File: src/rtl/audio_pkg.sv
// Shared audio-path constants and types for the I2S transmitter.
//   I2S_SLOT_BITS / I2S_FRAME_BITS : standard I2S framing (two 32-bit slots)
//   DEFAULT_SCLK_DIV               : mclk cycles per bit clock at 12.288/3.072 MHz
//   stereo_frame_t                 : one stereo sample pair, sized for the widest sample
//   tx_state_t                     : transmitter sequencing state
package audio_pkg;

   localparam int I2S_SLOT_BITS    = 32;
   localparam int I2S_FRAME_BITS   = 64;
   localparam int DEFAULT_SCLK_DIV = 4;
   localparam int MAX_DATA_WIDTH   = 24;

   typedef struct packed {
      logic [MAX_DATA_WIDTH-1:0] left;
      logic [MAX_DATA_WIDTH-1:0] right;
   } stereo_frame_t;

   typedef enum logic {
      TX_IDLE = 1'b0,
      TX_RUN  = 1'b1
   } tx_state_t;

endpackage

File: src/rtl/audio_i2s_tx_if.sv
// Valid/ready stereo sample source bus feeding the I2S transmitter.
//   s_valid : source offers a stereo frame
//   s_ready : sink can take the frame this cycle
//   s_left  : left sample, two's complement
//   s_right : right sample, two's complement
interface audio_i2s_tx_if #(
   parameter int DATA_WIDTH = 16
) ();

   logic                  s_valid;
   logic                  s_ready;
   logic [DATA_WIDTH-1:0] s_left;
   logic [DATA_WIDTH-1:0] s_right;

   modport master (output s_valid, output s_left, output s_right, input s_ready);
   modport slave  (input s_valid, input s_left, input s_right, output s_ready);

endinterface

File: src/rtl/audio_sample_fifo.sv
// Synchronous FIFO for stereo sample frames, show-ahead read port.
//   clk, reset   : clock, synchronous active-high reset (flushes contents)
//   push_i       : write request, ignored while full
//   push_data_i  : frame to write
//   pop_i        : read request, ignored while empty
//   pop_data_o   : oldest frame (valid while !empty_o)
//   full_o       : DEPTH frames held
//   empty_o      : no frames held
//   level_o      : number of frames held
module audio_sample_fifo #(
   parameter int WIDTH = 32,
   parameter int DEPTH = 4
) (
   input  logic                       clk,
   input  logic                       reset,
   input  logic                       push_i,
   input  logic [WIDTH-1:0]           push_data_i,
   input  logic                       pop_i,
   output logic [WIDTH-1:0]           pop_data_o,
   output logic                       full_o,
   output logic                       empty_o,
   output logic [$clog2(DEPTH+1)-1:0] level_o
);

   localparam int AW = $clog2(DEPTH);
   localparam int LW = $clog2(DEPTH+1);
   localparam logic [LW-1:0] LVL_FULL = LW'(DEPTH);

   logic [WIDTH-1:0] mem_q [DEPTH];
   logic [AW-1:0]    wr_ptr_q, wr_ptr_d;
   logic [AW-1:0]    rd_ptr_q, rd_ptr_d;
   logic [LW-1:0]    level_q, level_d;
   logic             push_ok, pop_ok;

   assign full_o     = (level_q == LVL_FULL);
   assign empty_o    = (level_q == '0);
   assign level_o    = level_q;
   assign pop_data_o = mem_q[rd_ptr_q];
   assign push_ok    = push_i & ~full_o;
   assign pop_ok     = pop_i & ~empty_o;

   always_comb begin
      wr_ptr_d = push_ok ? wr_ptr_q + 1'b1 : wr_ptr_q;
      rd_ptr_d = pop_ok  ? rd_ptr_q + 1'b1 : rd_ptr_q;
      level_d  = level_q;
      case ({push_ok, pop_ok})
         2'b10:   level_d = level_q + 1'b1;
         2'b01:   level_d = level_q - 1'b1;
         default: level_d = level_q;
      endcase
   end

   always_ff @(posedge clk) begin
      if (reset) begin
         wr_ptr_q <= '0;
         rd_ptr_q <= '0;
         level_q  <= '0;
      end else begin
         wr_ptr_q <= wr_ptr_d;
         rd_ptr_q <= rd_ptr_d;
         level_q  <= level_d;
      end
   end

   // Storage needs no reset; the level counter qualifies every read.
   always_ff @(posedge clk) begin
      if (push_ok) begin
         mem_q[wr_ptr_q] <= push_data_i;
      end
   end

endmodule

File: src/rtl/audio_i2s_tx.sv
// Stereo I2S transmitter: buffers frames from a valid/ready source and
// serialises them MSB-first, one bit delay after the word-select edge,
// 32-bit slots, 64 bit clocks per frame, all derived from mclk.
//   mclk        : audio master clock
//   reset       : synchronous active-high reset
//   pll_locked  : transmitter runs only while high
//   src         : stereo frame source (valid/ready, left/right samples)
//   sclk_out    : I2S bit clock
//   lrclk       : word select, 0 = left, 1 = right
//   sdata       : serial data
//   underrun    : one-mclk pulse when a frame start finds the FIFO empty
//   fifo_level  : frames currently buffered
//
// state   | meaning
// TX_IDLE | unlocked or just reset; next locked edge is a frame start
// TX_RUN  | counters free-running, frame start on bit_cnt/div_cnt wrap
module audio_i2s_tx
   import audio_pkg::*;
#(
   parameter int DATA_WIDTH = 16,
   parameter int FIFO_DEPTH = 4,
   parameter int SCLK_DIV   = DEFAULT_SCLK_DIV
) (
   input  logic                            mclk,
   input  logic                            reset,
   input  logic                            pll_locked,
   audio_i2s_tx_if.slave                   src,
   output logic                            sclk_out,
   output logic                            lrclk,
   output logic                            sdata,
   output logic                            underrun,
   output logic [$clog2(FIFO_DEPTH+1)-1:0] fifo_level
);

   localparam int DIV_W = $clog2(SCLK_DIV);
   localparam int BIT_W = $clog2(I2S_FRAME_BITS);
   localparam logic [DIV_W-1:0] DIV_LAST = DIV_W'(SCLK_DIV-1);
   localparam logic [DIV_W-1:0] DIV_HALF = DIV_W'(SCLK_DIV/2);
   localparam logic [BIT_W-1:0] BIT_LAST = BIT_W'(I2S_FRAME_BITS-1);
   localparam logic [5:0]       DW6      = 6'(DATA_WIDTH);

   tx_state_t             state_q, state_d;
   logic [DIV_W-1:0]      div_q, div_d;
   logic [BIT_W-1:0]      bit_q, bit_d;
   logic [DATA_WIDTH-1:0] left_q, left_d;
   logic [DATA_WIDTH-1:0] right_q, right_d;
   logic                  sclk_q, sclk_d;
   logic                  lrclk_q, lrclk_d;
   logic                  sdata_q, sdata_d;
   logic                  underrun_q, underrun_d;

   logic                    frame_start;
   logic                    fifo_pop, fifo_full, fifo_empty;
   logic [2*DATA_WIDTH-1:0] fifo_rd_data;
   logic [5:0]              slot_pos;
   logic [DATA_WIDTH-1:0]   slot_word;
   logic [DATA_WIDTH-1:0]   slot_shift;

   audio_sample_fifo #(
      .WIDTH (2*DATA_WIDTH),
      .DEPTH (FIFO_DEPTH)
   ) u_fifo (
      .clk         (mclk),
      .reset       (reset),
      .push_i      (src.s_valid),
      .push_data_i ({src.s_left, src.s_right}),
      .pop_i       (fifo_pop),
      .pop_data_o  (fifo_rd_data),
      .full_o      (fifo_full),
      .empty_o     (fifo_empty),
      .level_o     (fifo_level)
   );

   assign src.s_ready = ~fifo_full;

   always_comb begin
      state_d     = state_q;
      div_d       = div_q;
      bit_d       = bit_q;
      left_d      = left_q;
      right_d     = right_q;
      frame_start = 1'b0;
      fifo_pop    = 1'b0;
      sclk_d      = 1'b0;
      lrclk_d     = 1'b0;
      sdata_d     = 1'b0;
      underrun_d  = 1'b0;
      slot_pos    = '0;
      slot_word   = '0;
      slot_shift  = '0;

      if (!pll_locked) begin
         state_d = TX_IDLE;
         div_d   = '0;
         bit_d   = '0;
         left_d  = '0;
         right_d = '0;
      end else begin
         if (state_q == TX_IDLE) begin
            // First locked edge enters 0/0 and counts as a frame start.
            state_d     = TX_RUN;
            div_d       = '0;
            bit_d       = '0;
            frame_start = 1'b1;
         end else if (div_q == DIV_LAST) begin
            div_d       = '0;
            bit_d       = (bit_q == BIT_LAST) ? '0 : bit_q + 1'b1;
            frame_start = (bit_q == BIT_LAST);
         end else begin
            div_d = div_q + 1'b1;
         end

         if (frame_start) begin
            fifo_pop   = ~fifo_empty;
            underrun_d = fifo_empty;
            if (fifo_empty) begin
               left_d  = '0;
               right_d = '0;
            end else begin
               {left_d, right_d} = fifo_rd_data;
            end
         end

         // Outputs follow the counter values being entered so they line up
         // with div_cnt; data only moves when div_d returns to 0.
         sclk_d    = (div_d >= DIV_HALF);
         lrclk_d   = bit_d[5];
         slot_pos  = {1'b0, bit_d[4:0]};
         slot_word = bit_d[5] ? right_d : left_d;
         if ((slot_pos != 6'd0) && (slot_pos <= DW6)) begin
            slot_shift = slot_word >> (DW6 - slot_pos);
            sdata_d    = slot_shift[0];
         end
      end
   end

   always_ff @(posedge mclk) begin
      if (reset) begin
         state_q    <= TX_IDLE;
         div_q      <= '0;
         bit_q      <= '0;
         left_q     <= '0;
         right_q    <= '0;
         sclk_q     <= 1'b0;
         lrclk_q    <= 1'b0;
         sdata_q    <= 1'b0;
         underrun_q <= 1'b0;
      end else begin
         state_q    <= state_d;
         div_q      <= div_d;
         bit_q      <= bit_d;
         left_q     <= left_d;
         right_q    <= right_d;
         sclk_q     <= sclk_d;
         lrclk_q    <= lrclk_d;
         sdata_q    <= sdata_d;
         underrun_q <= underrun_d;
      end
   end

   assign sclk_out = sclk_q;
   assign lrclk    = lrclk_q;
   assign sdata    = sdata_q;
   assign underrun = underrun_q;

endmodule

File: src/flat_wrapper.sv
// flat-port wrapper written by rule: the top's interface ports become plain ports
module audio_i2s_tx_flat import audio_pkg::*;
#(
   parameter int DATA_WIDTH = 16,
   parameter int FIFO_DEPTH = 4,
   parameter int SCLK_DIV   = DEFAULT_SCLK_DIV
)
  (mclk, reset, pll_locked, sclk_out, lrclk, sdata, underrun, fifo_level, src_s_valid, src_s_left, src_s_right, src_s_ready);
  audio_i2s_tx_if #(.DATA_WIDTH(DATA_WIDTH)) src_i ();
  input  logic mclk;
  input  logic reset;
  input  logic pll_locked;
  output logic sclk_out;
  output logic lrclk;
  output logic sdata;
  output logic underrun;
  output logic [$clog2(FIFO_DEPTH+1)-1:0] fifo_level;
  input wire logic [$bits(src_i.s_valid)-1:0] src_s_valid;
  input wire logic [$bits(src_i.s_left)-1:0] src_s_left;
  input wire logic [$bits(src_i.s_right)-1:0] src_s_right;
  output wire logic [$bits(src_i.s_ready)-1:0] src_s_ready;
  assign src_i.s_valid = src_s_valid;
  assign src_i.s_left = src_s_left;
  assign src_i.s_right = src_s_right;
  assign src_s_ready = src_i.s_ready;
  audio_i2s_tx #(.DATA_WIDTH(DATA_WIDTH), .FIFO_DEPTH(FIFO_DEPTH), .SCLK_DIV(SCLK_DIV)) u_core (.mclk(mclk), .reset(reset), .pll_locked(pll_locked), .src(src_i), .sclk_out(sclk_out), .lrclk(lrclk), .sdata(sdata), .underrun(underrun), .fifo_level(fifo_level));
endmodule
File: config.mk
export PLATFORM = sky130hd
export DESIGN_NAME = audio_i2s_tx_flat
export DESIGN_NICKNAME = d
export VERILOG_FILES = /design/src/rtl/audio_pkg.sv /design/src/rtl/audio_i2s_tx_if.sv /design/src/rtl/audio_sample_fifo.sv /design/src/rtl/audio_i2s_tx.sv /design/src/flat_wrapper.sv
export SDC_FILE = /design/constraint.sdc
export NUM_CORES = 1
export LEC_CHECK = 0
export CAP_MARGIN = 20
export CORE_MARGIN = 4
export CORE_UTILIZATION = 48
export CTS_BUF_LIST = sky130_fd_sc_hd__clkbuf_16
export DETAILED_ROUTE_END_ITERATION = 8
export GPL_TIMING_DRIVEN = 0
export PLACE_DENSITY_LB_ADDON = 0.2
export SYNTH_ARGS = -nofsm -noshare
export SYNTH_HDL_FRONTEND = slang
export SYNTH_SLANG_ARGS = --single-unit
File: constraint.sdc
create_clock -name mclk -period 7.6 [get_ports mclk]
set_input_delay 1.52 -clock mclk [delete_from_list [all_inputs] [get_ports mclk]]
set_output_delay 1.52 -clock mclk [all_outputs]
set_load 0.02 [all_outputs]
==> reports/summary.txt, run 1 <==
Worst Max-Slew Pin Slew - 0.791 ns
Total grt overflow - 0
CP Class - reg2out
EDFF count, synth - 128
Total CTS buffers - 17
DRT iter0 DRCs - 319
# diodes - 0
Pre-Repair DR Iteration Count - 5
Die Ht - 131 um
Tot GR Track Use - 18.2%
Sequential cell area fraction in the yosys report - 67.5%
Synth Net Count - 522
First-pass GRT wire length - 23.0 mm
Async S/R FF share, synth - 0%
Critical-path cell with the highest stage delay - clkdlybuf4s50_1
Mean post-synth cell area - 15.2 um^2
Netlist Area Pre-Place - 7260 um^2
Deepest clock path buffer count - 2
Critical Path RT - 6.08 ns
RSZ-0062 raised after global routing - no
Final setup margin - 4.37 ns
#FFs+latches synth - 181
Critical Path Source Type - flop
H-tree Lvls - 4
Clock Latency Late Sink - 0.43 ns
Hold depth - 1
Row count - 44
Place WS - 4.03 ns
Starting Density - 49.4%
Status - complete, no violations
Fmax - 309 MHz
Power Density - 297 nW/um^2
Root Driver - clkbuf_16
Vias per cell - 5.75
Clock skew - 0.00549 ns
DP HPWL - 10.1 mm
Synth Instances - 477
Most common flop cell mapped by yosys - edfxtp_1
Final GP Congestion - 0.890
# nets final - 587
Die ar. - 17200 um^2
Setup crit end kind - output pin
Crit path DAT - 1.71 ns
Cell variety after synth - 55
Largest net degree at the start of global routing - 28
DRC violations left - 0
Worst r2r path cells - 11
CTS tree - yes
Initial antenna violation count - 0
# hold bufs at CTS - 0
Crit-path cells - inv_1, nand3_1, clkdlybuf4s50_1
Critical path fanouts, max - 6
Vias in the first global route - 4284
CP peak stage delay - 0.64 ns
Max-slew violation count - 0
Area Overhead vs Synth - 17.9%
Syn. warnings - 0
Worst setup path startpoint - u_core.u_fifo.level_o[0]$_SDFFE_PP0P_
Minimum clock period - 3.23 ns
Reg-to-reg critical path startpoint - u_core.bit_q[0]$_SDFF_PP0_
CTS sink cnt - 181
Top cells by area, synth - edfxtp_1, dfxtp_1, mux4_2, nor2_1, a22oi_1
Core ar. - 14700 um^2
Area leader, netlist - edfxtp_1
Die Span X - 131 um
Setup TNS - 0 ns
Post-DRT Antenna Nets - 0
Vias - 4246
Share of layout cells above drive strength 1 - 15.5%
HP Start - u_core.div_q[0]$_SDFF_PP0_
HP Class - reg2reg
Delay-heaviest family, CP - buffers and inverters
Maximum vdd drop - 0.163 mV
Wire per inst - 19.5 um
Io pins - 44
Clk pin slew, worst setup/hold paths - 0.06 ns
IO buf count - 42
Post-CTS Setup Inserts - 0
Hold Fails Final Rpt - 0
Cts repair resizes - 0
Routed wire length - 14.4 mm
Buffers & Inverters on Critical Path - 2
Max cap viols - 0
Slew HR - 46.7%
Fin crit share - 42.6%
Leak - 2.84 nW
Setup violators final - 0
Crit path depth - 3
Post-synth top area share - 52.9%
-- sequential cells by signal, summed over array words and instances, names as in the netlist, named ones only --
signal and flops:
u_core.u_fifo.mem_q 128, u_core.left_q 16, u_core.right_q 16, u_core.bit_q 5, u_core.u_fifo.level_o 3, u_core.div_q 2
u_core.u_fifo.rd_ptr_q 2, u_core.u_fifo.wr_ptr_q 2, u_core.lrclk 1, u_core.sclk_out 1, u_core.sdata 1, u_core.state_q 1
u_core.underrun 1
-- path summary, 6_finish.rpt --
| kind | slack [ns] | end |
|---|---|---|
| max | 4.37 | src_s_ready |
| min | 0.44 | u_core.div_q[0]$_SDFF_PP0_ |
| max reg2reg | 4.40 | u_core.u_fifo.level_o[2]$_SDFFE_PP0P_ |
| min reg2reg | 0.44 | u_core.div_q[0]$_SDFF_PP0_ |
-- cell type report --
class                      count  area, um^2
buffer                        25         130
tap                          184         230
fill                        1080        6140
multi-input combinational    255        2170
clock buffer                  17         425
sequential                   181        4900
clock inverter                15         139
timing repair buffer          46         500
inverter                      16        60.1
-- cells by family after synthesis --
logic type | synth area share [%]
and+or+nand+nor | 8.10
AOI/OAI and AO/OA | 7.84
buffers and inverters | 2.62
muxes | 11.2
xor gates and xnor gates | 1.09
adders and majority gates | 1.65
DFF | 67.5
-- layout by cell type (no fill, tap or decap), drive strengths merged, types with 6 or more instances in the layout --
| master | synthesis | layout |
|---|---|---|
| inv | 16 | 21 |
| a21oi | 13 | 13 |
| clkbuf | 12 | 29 |
| and2 | 12 | 12 |
| clkdlybuf4s50 | 0 | 42 |
| o211ai | 8 | 8 |
| ha | 8 | 8 |
| mux4 | 32 | 32 |
| buf | 13 | 17 |
| nor2 | 49 | 49 |
| mux2i | 8 | 8 |
| and3 | 8 | 8 |
| xor2 | 6 | 6 |
| nand2 | 17 | 17 |
| nand3 | 6 | 6 |
| a22oi | 18 | 18 |
| o21ai | 9 | 9 |
| dfxtp | 53 | 53 |
| edfxtp | 128 | 128 |
-- layer usage --
| layer | global-route usage, % | routed length, um |
|---|---|---|
| met5 | 0 | 0 |
| met4 | 8.59 | 404 |
| met3 | 4.43 | 740 |
| met2 | 28.0 | 6980 |
| met1 | 24.6 | 6280 |
-- cell usage after synthesis (all sizes together), types with 5 or more instances --
cell	instances
nor2	49
o21ai	9
xor2	6
and2	12
and3	8
mux4	32
o211ai	8
nand2	17
nor4	5
dfxtp	53
buf	13
ha	8
a22oi	18
a21oi	13
inv	16
o31ai	5
mux2i	8
edfxtp	128
clkbuf	12
nand3	6
nand2b	5
-- stage by stage --
stage                     total power, mW  instance area [um^2]  util [%]  std cells  hold slack (ns)
after floorplan                      1.56                  7260         -        477            0.404
after global placement               1.71                  7910      53.8        703            0.417
after detailed placement             1.74                  8000      54.4        707            0.428
after CTS                            2.57                  8560      58.3        739            0.437
after global routing                 2.67                  8560      58.3        739            0.465
final                                2.54                  8560      58.3        739            0.436
-- report_power, final --
group          switching, mW  internal [mW]  total [mW]  leakage, nW
clock network          0.358          0.480       0.838        0.273
registers             0.0372           1.16        1.20         1.60
logic                  0.275          0.234       0.509        0.961
total                  0.671           1.87        2.54         2.84
(Power assumes the default switching activity.)
==> run 2, diff against run 1 <==
==> constraint.sdc (replaced) <==
create_clock -name mclk -period 3.1 [get_ports mclk]
set_input_delay 0.62 -clock mclk [delete_from_list [all_inputs] [get_ports mclk]]
set_output_delay 0.62 -clock mclk [all_outputs]
set_load 0.02 [all_outputs]
==> run 2 against run 1 <==
Net effect:
- setup slack worse by 4.2 ns
- count of clock-buffer cells in the layout unchanged
- hold slack worse by 0.0012 ns
- power up 150%
- clock skew about the same
- sequential cell count unchanged
- critical path depth up 8
- global-route usage about the same
- first-iteration DRC count up 2.8%
- die area unchanged
- critical endpoint is now u_core.sdata$_SDFF_PP0_
==> reports/summary.txt, run 2 (synthesis gave the netlist of run 1 again) <==
H-tree Lvls - 4 (unchanged)
Die ar. - 17200 um^2 (unchanged)
Die Ht - 131 um (unchanged)
Max cap viols - 0 (unchanged)
Status - complete, no violations
Clock share of power - 32.8% (about the same)
Clk pin slew, worst setup/hold paths - 0.06 ns (about the same)
CTS sink cnt - 181 (unchanged)
Pre-Repair DR Iteration Count - 5 (unchanged)
Final Power - 6.27 mW (+150%)
Starting Density - 49.4% (unchanged)
Top reg by flops - u_core.u_fifo.mem_q
Setup violators final - 0 (unchanged)
CP Class - reg2reg
Area Overhead vs Synth - 18.3%
Largest register FFs - 128 (unchanged)
Clock Latency Late Sink - 0.43 ns (about the same)
Fmax - 340 MHz
Sequential Power Share - 46.8% (-0.3 points)
Io pins - 44 (unchanged)
Die Span X - 131 um (unchanged)
Comb pwr share - 20.4% (+0.4 points)
Switching share of power - 26.4% (+0.032 points)
Commonest non-fill, non-tap cell in the layout - edfxtp_1
Vias - 4268 (+0.52%)
Deepest clock path buffer count - 2 (unchanged)
Fin crit share - 94.9%
Post-DP Area - 8000 um^2 (unchanged)
Root Driver - clkbuf_16
Setup crit end kind - flop
# hold bufs at CTS - 0 (unchanged)
RR Endpoint - u_core.sdata$_SDFF_PP0_
# diodes - 0 (unchanged)
DP HPWL - 10.1 mm (unchanged)
Initial antenna violation count - 0 (unchanged)
Row count - 44 (unchanged)
Maximum vdd drop - 0.400 mV (+150%)
HP Class - reg2reg
Core Util, Final - 58.4% (+0.19 points)
CP Capture Point - u_core.sdata$_SDFF_PP0_
Max-slew violation count - 0 (unchanged)
Worst r2r path cells - 11 (unchanged)
# nets final - 590 (+0.51%)
RSZ-0062 raised after global routing - yes
First-pass GRT wire length - 23.0 mm (about the same)
Critical Path RT - 3.40 ns (-2.68 ns)
Post-DRT Antenna Nets - 0 (unchanged)
Most frequent cells in the layout - edfxtp_1, dfxtp_1, nor2_1, clkdlybuf4s50_1, mux4_2
Final GP Congestion - 0.890 (unchanged)
Post-route cell area - 8590 um^2 (+0.32%)
Vias per cell - 5.75 (+0.11%)
Worst setup path startpoint - u_core.div_q[0]$_SDFF_PP0_
Wire per inst - 19.5 um (-0.24%)
P_sw - 1.65 mW (+150%)
Critical path fanouts, max - 9 (+3)
DRC violations left - 0 (unchanged)
Largest regs - u_core.u_fifo.mem_q x128, u_core.left_q x16, u_core.right_q x16
Hold Fails Final Rpt - 0 (unchanged)
DRT iter0 DRCs - 328 (+2.8%)
Largest net degree at the start of global routing - 28 (unchanged)
Routed wire length - 14.4 mm (+0.17%)
R2R setup slack - 0.16 ns (-4.24 ns)
Power Density - 730 nW/um^2 (+150%)
Reg-to-reg critical path startpoint - u_core.div_q[0]$_SDFF_PP0_
Clock skew - 0.00514 ns (-0.000350 ns)
IO buf count - 42 (unchanged)
Setup TNS - 0 ns (unchanged)
Leak - 2.85 nW (+0.41%)
P_int - 4.62 mW (+150%)
Crit path DAT - 3.24 ns (+1.53 ns)
Share of layout cells above drive strength 1 - 16.3% (+0.81 points)
Slew HR - 46.8% (+0.081 points)
CTS tree - yes
Tot GR Track Use - 18.2% (about the same)
Critical Path Source Type - flop
Core ar. - 14700 um^2 (unchanged)
Total grt overflow - 0 (unchanged)
Worst Max-Slew Pin Slew - 0.790 ns (-0.00120 ns)
Vias in the first global route - 4284 (unchanged)
Minimum clock period - 2.94 ns
Total CTS buffers - 17 (unchanged)
-- run 2: cell types whose count changed in the layout (fill, tap and decap cells not counted) --
cell / delta
ha_2: +1
nor2_1: -1
buf_4: +3
ha_1: -1
nor2_2: +1
-- run 2: worst min-delay path by stage --
stage	start	to	slack [ns]	cells after the start
after global placement	u_core.div_q[0]$_SDFF_PP0_	u_core.div_q[0]$_SDFF_PP0_	0.42	1
after floorplan	u_core.div_q[0]$_SDFF_PP0_	u_core.div_q[0]$_SDFF_PP0_	0.40	1
after CTS	u_core.div_q[0]$_SDFF_PP0_	u_core.div_q[0]$_SDFF_PP0_	0.44	1
after global routing	u_core.div_q[0]$_SDFF_PP0_	u_core.div_q[0]$_SDFF_PP0_	0.46	1
final	u_core.div_q[0]$_SDFF_PP0_	u_core.div_q[0]$_SDFF_PP0_	0.44	1
after detailed placement	u_core.div_q[0]$_SDFF_PP0_	u_core.div_q[0]$_SDFF_PP0_	0.43	1
-- run 2: power groups by stage --
| stage | combinational [mW] | sequential (mW) | clock, mW |
|---|---|---|---|
| after floorplan | 0.853 | 2.98 | 0 |
| after global placement | 1.21 | 2.98 | 0 |
| after detailed placement | 1.26 | 2.99 | 0 |
| after CTS | 1.28 | 2.94 | 2.09 |
| after global routing | 1.41 | 2.96 | 2.21 |
| final | 1.28 | 2.94 | 2.05 |
-- run 2: routing by layer --
metal / up-vias / global-route usage (%) / routed length, um
li1: 1986 / - / -
met1: 2126 / 24.6 / 6410
met2: 129 / 28.0 / 6970
met3: 27 / 4.43 / 657
met4: 0 / 8.59 / 400
met5: - / 0 / 0
-- run 2: final cells by class --
class	count	area [um^2]
clock buffers	17	425
plain buffers	25	130
clock inverters	15	139
multi-input cells	255	2180
repair buffers	49	523
inverters	16	60.1
well taps	184	230
fillers	1077	6110
flip-flops and latches	181	4900
-- run 2: repair_timing --
action | 4_1_cts | 5_1_grt
endpoints found under the setup margin | 1 | 2
pin swaps | 0 | 2
resized for setup | 1 | 1
cloned | 0 | 0
endpoints found under the hold margin | 0 | 0
setup buffers | 0 | 3
-- run 2: critical path, cell delays in order, from the launching register on --
cell and delay [ns]:
dfxtp_1 0.32, ha_1 0.19, buf_4 0.17, xor2_1 0.30, o211a_1 0.28, inv_1 0.10
ha_1 0.43, inv_1 0.16, a2111o_1 0.40, o211ai_1 0.11, o221ai_1 0.14, o32ai_1 0.22
-- run 2: through the flow --
| step | hold WS (ns) | setup WS (ns) | std cells |
|---|---|---|---|
| global placement | 0.417 | 0.0468 | 703 |
| floorplan | 0.404 | 0.414 | 477 |
| global route | 0.465 | -0.00109 | 742 |
| detailed placement | 0.428 | -0.0868 | 707 |
| CTS | 0.437 | 0.0204 | 739 |
| finish | 0.435 | 0.159 | 742 |
==> run 3, diff against run 2 <==
--- a/config.mk
+++ b/config.mk
@@ -6,7 +6,6 @@
 export NUM_CORES = 1
 export LEC_CHECK = 0
 export CAP_MARGIN = 20
-export CORE_MARGIN = 4
 export CORE_UTILIZATION = 48
 export CTS_BUF_LIST = sky130_fd_sc_hd__clkbuf_16
 export DETAILED_ROUTE_END_ITERATION = 8
==> run 3 against run 2 <==
Net effect:
- the run now ends with DRC left
- wire length shrank 2.6%
- clock power grew 4%
- critical path depth is the same
- sequential cell count is the same
- sequential share of layout area shrank 0.14 points
- count of clock-buffer cells in the layout is the same
- utilization grew 0.37 points
- die area shrank 8.9%
- combinational power is essentially flat
- critical path type unchanged
- critical endpoint unchanged
- highest routed layer unchanged
==> reports/summary.txt, run 3 (synthesis gave the netlist of run 1 again) <==
Largest net degree at the start of global routing - 27 (-3.6%)
Area Overhead vs Synth - 18.6%
GR Util met3 - 4.96% (+0.53 points)
Most frequent cells in the layout - edfxtp_1, dfxtp_1, nor2_1, clkdlybuf4s50_1, mux4_2
Fin crit share - 94.0% (-0.89 points)
Status - finished with violations
Row count - 44 (unchanged)
Core ar. - 14600 um^2 (-0.37%)
Core Util, Final - 58.8% (+0.37 points)
Maximum vdd drop - 0.364 mV (-9.1%)
RR Endpoint - u_core.sdata$_SDFF_PP0_
# nets final - 589 (-0.17%)
Critical Path RT - 3.39 ns (about the same)
Routed wire length - 14.1 mm (-2.6%)
Commonest non-fill, non-tap cell in the layout - edfxtp_1
Die Ht - 125 um (-4.6%)
Reg-to-reg critical path startpoint - u_core.div_q[0]$_SDFF_PP0_
Power Density - 735 nW/um^2 (+0.70%)
Starting Density - 49.6% (+0.19 points)
Minimum clock period - 2.91 ns (-0.0277 ns)
Share of layout cells above drive strength 1 - 16.0% (-0.33 points)
Leak - 2.86 nW (+0.29%)
First-pass GRT wire length - 22.9 mm (-0.54%)
Clk pin slew, worst setup/hold paths - 0.06 ns (about the same)
Critical path fanouts, max - 9 (unchanged)
Worst Max-Slew Pin Slew - 0.649 ns (-0.142 ns)
Clock skew - 0.0116 ns (+0.00650 ns)
Failing checks - DRC
Met1 GRT Util - 25.5% (+0.96 points)
Largest register FFs - 128 (unchanged)
CP Class - reg2reg
Fillers - 1135 (+5.4%)
Vias - 4225 (-1.0%)
Fmax - 343 MHz (+0.95%)
Critical Path Source Type - flop
Final GP Congestion - 0.905 (+1.7%)
Setup violators final - 0 (unchanged)
Worst Hold Endpoint - u_core.div_q[0]$_SDFF_PP0_
Tot GR Track Use - 19.6% (+1.3 points)
Deepest clock path buffer count - 2 (unchanged)
Total CTS buffers - 17 (unchanged)
Largest regs - u_core.u_fifo.mem_q x128, u_core.left_q x16, u_core.right_q x16
Total grt overflow - 0 (unchanged)
Die ar. - 15600 um^2 (-8.9%)
Wire per inst - 19.0 um (-2.5%)
Setup crit end kind - flop
Busiest layer in global routing - met2
DRC violations left - 2 (+2)
Worst r2r path cells - 11 (unchanged)
M2 GR Usage - 31.3% (+3.3 points)
Top reg by flops - u_core.u_fifo.mem_q
Root Driver - clkbuf_16
Clock Latency Late Sink - 0.43 ns (about the same)
IO buf count - 42 (unchanged)
Setup TNS - 0 ns (unchanged)
WHS - 0.435 ns (-0.000253 ns)
# diodes - 0 (unchanged)
CTS sink cnt - 181 (unchanged)
Hold depth - 1 (unchanged)
Initial antenna violation count - 0 (unchanged)
Post-DRT Antenna Nets - 0 (unchanged)
HP Start - u_core.div_q[0]$_SDFF_PP0_
Max cap viols - 0 (unchanged)
Final Power - 6.33 mW (+0.95%)
Die Span X - 125 um (-4.6%)
Pre-Repair DR Iteration Count - 7 (+2)
Hold Fails Final Rpt - 0 (unchanged)
R2R setup slack - 0.19 ns (+0.03 ns)
# hold bufs at CTS - 0 (unchanged)
Slew HR - 56.3% (+9.5 points)
H-tree Lvls - 4 (unchanged)
Max-slew violation count - 0 (unchanged)
CTS tree - yes
Crit path DAT - 3.20 ns (-0.04 ns)
Io pins - 44 (unchanged)
DRT iter0 DRCs - 347 (+5.8%)
HP Class - reg2reg
Vias per cell - 5.70 (-0.87%)
DP HPWL - 9.76 mm (-2.9%)
Vias in the first global route - 4286 (+0.047%)
RSZ-0062 raised after global routing - no
==> run 3: per-stage QoR <==
step                      cell area [um^2]  cells  setup WS (ns)
after floorplan                       7260    477          0.414
after CTS                             8590    739         0.0770
after detailed placement              8000    707         0.0225
final                                 8610    741          0.187
after global placement                7910    703        -0.0302
after global routing                  8610    741         0.0131
==> run 3: area by class of cell <==
| type | count | area (um^2) | area share [%] |
|---|---|---|---|
| flip-flops and latches | 181 | 4900 | 57.0 |
| multi-input cells | 255 | 2180 | 25.4 |
| repair buffers | 48 | 515 | 5.99 |
| clock buffers | 17 | 425 | 4.94 |
| well taps | 184 | 230 | 2.67 |
| clock inverters | 15 | 163 | 1.89 |
| plain buffers | 25 | 130 | 1.51 |
| inverters | 16 | 60.1 | 0.697 |
==> run 3: repair_timing <==
action	4_1_cts	5_1_grt
resized for setup	1	1
pin swaps	0	2
buffers inserted	0	2
endpoints found under the setup margin	1	2
==> run 3: worst max path at each step <==
stage	to	startpoint	depth (start not counted)
2_1_floorplan	u_core.u_fifo.level_o[2]$_SDFFE_PP0P_	u_core.bit_q[0]$_SDFF_PP0_	11
3_3_place_gp	u_core.sdata$_SDFF_PP0_	u_core.bit_q[0]$_SDFF_PP0_	9
6_report	u_core.sdata$_SDFF_PP0_	u_core.div_q[0]$_SDFF_PP0_	11
4_1_cts	u_core.sdata$_SDFF_PP0_	u_core.bit_q[0]$_SDFF_PP0_	9
3_5_place_dp	u_core.u_fifo.level_o[2]$_SDFFE_PP0P_	u_core.bit_q[0]$_SDFF_PP0_	11
5_1_grt	u_core.sdata$_SDFF_PP0_	u_core.div_q[0]$_SDFF_PP0_	11
==> run 3: power by group <==
part	internal, mW	leakage [nW]	total [mW]	switching (mW)
Sequential	2.84	1.60	2.93	0.0900
Combinational	0.585	0.973	1.26	0.674
Clock	1.26	0.281	2.14	0.878
==> run 3: metal layers <==
layer,vias up,part of all wire [%]
met3,15,4.9
met5,-,0
li1,1978,-
met2,120,49
met1,2112,44
met4,0,2.2
==> run 3: critical path, cell delays in order (launching register included) <==
cell and delay, ns:
dfxtp_1 0.32, ha_1 0.19, buf_4 0.17, xor2_1 0.28, o211a_1 0.25, inv_1 0.09
ha_1 0.42, inv_1 0.16, a2111o_1 0.41, o211ai_1 0.13, o221ai_1 0.15, o32ai_1 0.22
